[src/rtl/ahb_lite_sram_slave.sv]
// ahb_lite_sram_slave
//   AHB-Lite word-organised SRAM slave with byte-lane writes, optional wait
//   states and two-cycle ERROR responses for out-of-range, oversized or
//   misaligned transfers.
//
//   Build option: define AHB_SLV_WAIT_EN to insert WAIT_CYCLES wait states in
//   every OKAY transfer. Without it, no wait counter is built and every OKAY
//   transfer completes zero-wait.
module ahb_lite_sram_slave #(
  parameter int DEPTH       = 64,
  parameter int WAIT_CYCLES = 1
) (
  input  logic        HCLK,
  input  logic        HRESETn,
  input  logic        HSEL,
  input  logic [31:0] HADDR,
  input  logic        HWRITE,
  input  logic [2:0]  HSIZE,
  input  logic [2:0]  HBURST,
  input  logic [3:0]  HPROT,
  input  logic        HMASTLOCK,
  input  logic [1:0]  HTRANS,
  input  logic        HREADY,
  input  logic [31:0] HWDATA,
  output logic [31:0] HRDATA,
  output logic        HREADYOUT,
  output logic        HRESP
);

  // Byte-address width covering the whole array, and the word-index width.
  localparam int AW = $clog2(DEPTH * 4);
  localparam int WW = AW - 2;
  localparam logic [31:0] BYTE_LIMIT = 32'(DEPTH * 4);

  typedef enum logic [1:0] {
    ST_IDLE,
    ST_DATA,
    ST_ERR1,
    ST_ERR2
  } state_t;

  state_t state, state_nxt;

  logic [31:0]   mem [DEPTH];

  logic [AW-1:0] addr_p1;
  logic [2:0]    size_p1;
  logic          write_p1;

  logic          accept;
  logic          take;
  logic          illegal;
  logic          dphase_done;
  logic          commit;
  logic          rd_valid;
  logic          ready_int;
  logic          resp_int;
  logic [WW-1:0] word_idx;

  // Burst type, protection, lock, the SEQ/NONSEQ distinction and (in the
  // zero-wait build) the wait count have no effect on this slave.
  logic          unused_ok;
  assign unused_ok = &{1'b0, HTRANS[0], HBURST, HPROT, HMASTLOCK, 4'(WAIT_CYCLES)};

  // Flags a transfer this slave must answer with ERROR: outside the array,
  // wider than a word, or not naturally aligned for its size.
  function automatic logic is_illegal(input logic [31:0] a, input logic [2:0] sz);
    logic bad_align;
    bad_align = ((sz == 3'd1) && a[0]) || ((sz == 3'd2) && (a[1:0] != 2'b00));
    return (a >= BYTE_LIMIT) || (sz > 3'd2) || bad_align;
  endfunction

  // Little-endian byte-lane enables for a legal size/offset pair.
  function automatic logic [3:0] lane_mask(input logic [2:0] sz, input logic [1:0] a);
    logic [3:0] m;
    case (sz)
      3'd0:    m = 4'b0001 << a;
      3'd1:    m = a[1] ? 4'b1100 : 4'b0011;
      default: m = 4'b1111;
    endcase
    return m;
  endfunction

  // Replaces the enabled byte lanes of the stored word with the bus lanes.
  function automatic logic [31:0] merge_lanes(input logic [31:0] old_w,
                                              input logic [31:0] new_w,
                                              input logic [3:0]  mask);
    logic [31:0] res;
    res = old_w;
    for (int b = 0; b < 4; b++) begin
      if (mask[b]) res[8*b +: 8] = new_w[8*b +: 8];
    end
    return res;
  endfunction

  // Address phase: qualified transfer request from the bus.
  assign accept  = HSEL & HREADY & HTRANS[1];
  assign illegal = is_illegal(HADDR, HSIZE);
  // A request is only taken when this slave itself is ready to start a new one.
  assign take    = accept & ready_int;

`ifdef AHB_SLV_WAIT_EN
  localparam logic [3:0] WAIT_MAX = 4'(WAIT_CYCLES);

  logic [3:0] wait_cnt;

  // Counts towards WAIT_MAX and holds there instead of wrapping.
  function automatic logic [3:0] sat_inc(input logic [3:0] cnt);
    return (cnt >= WAIT_MAX) ? WAIT_MAX : cnt + 4'd1;
  endfunction

  // Wait-state counter: restarts on every taken transfer, advances in DATA.
  always_ff @(posedge HCLK or negedge HRESETn) begin
    if (!HRESETn) begin
      wait_cnt <= 4'd0;
    end else if (take) begin
      wait_cnt <= 4'd0;
    end else if (state == ST_DATA) begin
      wait_cnt <= sat_inc(wait_cnt);
    end
  end

  assign dphase_done = (wait_cnt >= WAIT_MAX);
`else
  assign dphase_done = 1'b1;
`endif

  // State register; reset abandons any data phase in flight.
  always_ff @(posedge HCLK or negedge HRESETn) begin
    if (!HRESETn) begin
      state <= ST_IDLE;
    end else begin
      state <= state_nxt;
    end
  end

  // Next-state decode and bus response outputs.
  always_comb begin
    state_nxt = state;
    ready_int = 1'b1;
    resp_int  = 1'b0;
    case (state)
      ST_IDLE: begin
        if (accept) state_nxt = illegal ? ST_ERR1 : ST_DATA;
      end
      ST_DATA: begin
        ready_int = dphase_done;
        if (dphase_done) begin
          if (accept) state_nxt = illegal ? ST_ERR1 : ST_DATA;
          else        state_nxt = ST_IDLE;
        end
      end
      ST_ERR1: begin
        ready_int = 1'b0;
        resp_int  = 1'b1;
        state_nxt = ST_ERR2;
      end
      ST_ERR2: begin
        resp_int = 1'b1;
        if (accept) state_nxt = illegal ? ST_ERR1 : ST_DATA;
        else        state_nxt = ST_IDLE;
      end
      default: begin
        state_nxt = ST_IDLE;
      end
    endcase
  end

  // ---- address phase -> data phase boundary ----
  // Captures the address-phase attributes of each taken transfer.
  always_ff @(posedge HCLK) begin
    if (take) begin
      addr_p1  <= HADDR[AW-1:0];
      size_p1  <= HSIZE;
      write_p1 <= HWRITE;
    end
  end

  // ---- data phase ----
  assign word_idx = addr_p1[AW-1:2];
  assign commit   = (state == ST_DATA) & dphase_done &  write_p1;
  assign rd_valid = (state == ST_DATA) & dphase_done & ~write_p1;

  // Writes land on the edge that closes the data phase, so a read whose
  // address phase overlaps it already sees the new word.
  always_ff @(posedge HCLK) begin
    if (commit) begin
      mem[word_idx] <= merge_lanes(mem[word_idx], HWDATA, lane_mask(size_p1, addr_p1[1:0]));
    end
  end

  assign HRDATA    = rd_valid ? mem[word_idx] : 32'd0;
  assign HREADYOUT = ready_int;
  assign HRESP     = resp_int;

endmodule

[config.mk]
export PLATFORM = sky130hd
export DESIGN_NAME = ahb_lite_sram_slave
export DESIGN_NICKNAME = d
export VERILOG_FILES = /design/src/rtl/ahb_lite_sram_slave.sv
export SDC_FILE = /design/constraint.sdc
export NUM_CORES = 2
export LEC_CHECK = 0
export ABC_AREA = 0
export BUFFER_PORTS_ARGS = -buffer_cell sky130_fd_sc_hd__buf_4
export CAP_MARGIN = 20
export CELL_PAD_IN_SITES_DETAIL_PLACEMENT = 2
export CELL_PAD_IN_SITES_GLOBAL_PLACEMENT = 2
export CORE_UTILIZATION = 40
export DETAILED_ROUTE_END_ITERATION = 7
export PLACE_DENSITY_LB_ADDON = 0.1
export SYNTH_ARGS = -nofsm -noshare
export SYNTH_HDL_FRONTEND = slang
export SYNTH_SLANG_ARGS = --single-unit
[constraint.sdc]
create_clock -name HCLK -period 12.79 [get_ports HCLK]
set_input_delay 2.558 -clock HCLK [delete_from_list [all_inputs] [get_ports HCLK]]
set_output_delay 2.558 -clock HCLK [all_outputs]
set_load 0.01 [all_outputs]
==> After elaboration in Yosys (flattened, before gate mapping) <==
Memories as Yosys holds them, arrays and structs flattened. A register that Yosys moved wholly into a read port is not among the register bits.
Cells that the tools add are included.
{ "totals": {"reg_bits": 14, "mem_bits_rw": 2048, "inputBits": 82, "output_inout_bits": 34, "elab_cells": 52, "mem_count": 1} }
{ "mem_list": {"columns": ["memory", "depth", "word_bits", "rd", "rd_clocked_by_memory_dff", "wr", "line", "rtl"], "rows": [
  ["mem", 64, 32, 1, 1, 1, "44", "logic [31:0] mem [DEPTH];"]
]} }
{ "classes": {"n_lt_le_gt_ge": 2, "n_eq_ne": 7, "n_shift": 1, "muxes": 21, "bitwise": 6, "n_reduce_logical": 10} }
{ "ops": {"columns": ["cell", "n"], "rows": [
  ["$mux W8", 8],
  ["$ge A32 B9 Y1 const B", 1],
  ["$mux W32", 1],
  ["$mux W4", 2],
  ["$pmux W4 S2", 1],
  ["$eq A3 B1 Y1 const B", 2],
  ["$mux W2", 3],
  ["$mux W6", 1],
  ["$pmux W2 S3", 1],
  ["$and A1 B1 Y1", 5],
  ["$eq A2 B2 Y1 const B", 2],
  ["$mux W1", 4],
  ["$reduce_or A2 Y1", 2],
  ["$shl A1 B2 Y4 const A", 1],
  ["$eq A3 B2 Y1 const B", 1],
  ["$gt A3 B2 Y1 const B", 1],
  ["$logic_not A3 Y1", 1],
  ["$logic_or A1 B1 Y1", 3],
  ["$eq A2 B1 Y1 const B", 1],
  ["$logic_and A1 B1 Y1", 2],
  ["$logic_not A2 Y1", 1],
  ["$ne A2 B2 Y1 const B", 1],
  ["$reduce_bool A2 Y1", 1],
  ["$not A1 Y1", 1]
]} }

==> Depth between registers and ports, before layout <==
{ "logic_depth": {"word_depth": 7, "depth_mapped": 10} }

==> Least setup slack after synthesis <==
Ideal clock, no wire load.
{ "synth_path": {"path_type": "input port to flip-flop", "start": "input port HWDATA[20]", "end": "memory mem[0][20] (data pin)", "setup_time_ns": 0.588, "arrival_ns": 4.434, "t_required_ns": 12.202, "slack_ns": 7.767, "path_stages": 2, "path_cell_list": "nor2_1 -> a31oi_1"} }
{ "synth_via": {"elab_chain_cells": 2} }
{ "synth_rtl": {"columns": ["item", "line", "rtl"], "rows": [
  ["start, declared", "24", "input logic [31:0] HWDATA,"],
  ["$mux W8", "91", "if (mask[b]) res[8*b +: 8] = new_w[8*b +: 8];"],
  ["$mux W8", "187", "if (commit) begin"],
  ["end, declared", "44", null]
]} }
Every way passes these cells. The select of a mux whose other input is x is not followed.

==> results.yml <==
placed_design:
  placed_cells: 6643
  place_hpwl_mm: 139
  placed_cell_area_um2: 85400
  finalWeightedCongestion: 0.744
  portBuffers: 106
cells_and_area:
  final_cell_area_um2: 92300
  fin_nets: 4295
  layout.cells.non_filler: 7063
  post-route-util_pct: 46.1
  fillers: 18001
  area_growth_pct: 14.5
  drive_gt1_share_pct: 24.8
synth:
  ys_warn_count: 0
  synth.area.top_cells: "edfxtp_1, mux4_2, mux2i_1, mux2_2, a22oi_1"
  synthArstFlopShare_pct: 0.0967
  yosysMostFrequentCell: "edfxtp_1"
  yosysTopAreaCell: "edfxtp_1"
  synth_cell_types: 72
  syn-cell-area_um2: 80600
  synthFlopType: "edfxtp_1"
  seq_area_frac_synth_pct: 76.9
  netlist_instances: 3974
  syn_avg_cell_area_um2: 20.3
  synth_top_area_share_pct: 76.7
  synthesis.nets: 4056
  ys_ff_latch: 2068
  synth_commonest_cells: "edfxtp_1, mux4_2, mux2i_1"
  synth_edf_count: 2060
floorplan:
  start_util_pct: 40.3
  die_h_um: 451
  num_rows: 164
  die_w_um: 451
  ioPinCount: 116
  die_area_um2: 203000
  core_um2: 200000
setup_path:
  reg2reg_slack_ps: 7340
  crit_path_end: "HRDATA[5]"
  crit_chain: "buf_12, buf_4, mux4_2, o221ai_1, a211oi_1, nand3_1, a21oi_1, buf_4"
  max_stage_delay_ps: 940
  setup.worst_path.end_class: "output pin"
  crit_top_cell: "buf_4"
  r2r_cells: 8
  crit_required_ps: 10230
  reg2reg_to: "mem[55][6]$_DFFE_PP_"
  crit_type: "flip-flop to output pin"
  slowest_stage: "buf_4"
  cp-start-kind: "flip-flop"
  critPathArrivalTime_ps: 5460
  path_max_fanout: 135
route:
  dr.max_layer_used: "met4"
  wl_mm: 253
  first_pass_iters: 7
  drt-met1-wl_mm: 109
  post_drt_wl_per_cell_um: 35.8
  drc_errors: 27
  avgViaCountPerCell: 5.95
  drtAntennaViolNets: 0
  wl_met3_mm: 12.9
  drtIter0Drc: 4083
  vias: 42011
  met2_length_mm: 124
clock_tree:
  clk_latency_ps: 860
  htree_levels: 4
  clock_sinks: 2068
  clockRootBuffer: "clkbuf_16"
  cts.clk_slew.worst_paths_ps: 60
  cts-resized-gates: 0
  cts_buffer_depth: 3
  cts_tree: "built"
  ctsHoldBuffers: 0
  post_cts_buffers: 0
  cts_buffers: 223
sta:
  worstMarginPinSlew_ps: 1220
  max_clock_freq_ghz: 0.125
  post-route-min-period_ps: 8020
  hold_viol_final: 0
  slew_violations: 0
  slew_headroom_pct: 18.8
  setup-violations-final: 0
  clock_skew_ps: 31.8
  setup_tns_ps: 0
  finalCritPeriodShare_pct: 62.7
  rsz0062_at_grt: "no"
power:
  p_per_area_nw_per_um2: 164
  switching_power_mw: 3.62
  p_leak_nw: 29.0
  max-vdd-ir-drop_v: 0.000156
  clockPowerShare_pct: 40.7
  p_seq_share_pct: 50.4
  p_comb_share_pct: 8.9
  internal_power_mw: 11.5
  sw_frac_of_total_pct: 23.9
global_routing:
  grt_start_max_net_pins: 136
  grt_first_pass_wirelength_mm: 352
  gr-total-overflow: 0
  grt_pass1_vias: 45304
  grt_util_all_layers_pct: 24.8
  antenna_found_initial: 7
outcome:
  violations: "DRC"
  status: "finished with violations"
min_path:
  holdCritPathClass: "flip-flop to flip-flop"
  min_from: "addr_p1[4]$_DFFE_PP_"
run:
  maxCapViolations: 0
## power by group through the flow
stage | sequential, mW | combinational [mW] | clock (mW)
floorplan | 7.76 | 0.803 | 0
global placement | 7.76 | 1.33 | 0
detailed placement | 7.77 | 1.36 | 0
CTS | 7.62 | 1.37 | 6.29
global route | 7.62 | 1.42 | 6.51
finish | 7.62 | 1.35 | 6.15
## state kept, by name, summed over array words and instances (netlist names), named ones only
name      flops
write_p1      1
size_p1       3
addr_p1       8
mem        2048
state         1
## worst max-delay path: cells and delay by family (launching register included)
family,cells,cell delay [ps]
muxes,1,370
AOI/OAI and AO/OA,3,1410
and+or+nand+nor,1,160
DFF,1,580
buffers and inverters,3,1780
## how the worst min path moves through the flow
stage                     cells after the start  slack, ps   endpoint
after floorplan                               1        490  flip-flop
after CTS                                     1        580  flip-flop
after global routing                          1        590  flip-flop
after detailed placement                      1        560  flip-flop
after global placement                        1        550  flip-flop
final                                         1        570  flip-flop
## layer usage
| metal | track usage [%] | vias to the layer above |
|---|---|---|
| li1 | - | 17167 |
| met1 | 34.3 | 23305 |
| met2 | 40.8 | 1223 |
| met3 | 3.65 | 316 |
| met4 | 7.37 | 0 |
| met5 | 0 | - |
## cell usage in the layout, fill, tap and decap left out, types with 27 or more instances in the layout
| cell | instances |
|---|---|
| nand3_1 | 80 |
| nor2_4 | 65 |
| a221oi_1 | 27 |
| clkbuf_16 | 229 |
| a22o_1 | 32 |
| clkbuf_1 | 46 |
| a21oi_1 | 67 |
| clkinv_2 | 39 |
| nor2_1 | 60 |
| o22ai_1 | 80 |
| mux2_2 | 119 |
| a22oi_1 | 125 |
| mux4_2 | 302 |
| mux2i_1 | 292 |
| a211oi_1 | 35 |
| edfxtp_1 | 2060 |
| buf_4 | 248 |
| nor2b_1 | 51 |
| nand2_1 | 58 |
| clkinv_1 | 77 |
## cell type report
cell class              instances  area (µm²)  area share [%]
flip-flops and latches       2068       62000            67.3
multi-input cells            1664       18100            19.6
clock buffers                 275        5900            6.40
well taps                    2656        3320            3.60
repair buffers                253        1970            2.13
clock inverters               136         927            1.00
diodes                          8        20.0          0.0217
inverters                       3        11.3          0.0122
## through the flow
stage / setup WS (ps) / power [mW] / hold slack (ps)
6_report: 4770 / 15.1 / 575
5_1_grt: 4650 / 15.6 / 593
4_1_cts: 4740 / 15.3 / 580
3_5_place_dp: 5670 / 9.13 / 561
3_3_place_gp: 5660 / 9.09 / 553
2_1_floorplan: 7770 / 8.56 / 494
## cells by family after synthesis
| group | share of synthesized area [%] |
|---|---|
| buffers and inverters | 1.83 |
| and+or+nand+nor | 2.65 |
| muxes | 13.9 |
| DFF | 76.9 |
| AOI/OAI and AO/OA | 4.71 |
(Power assumes the default switching activity.)
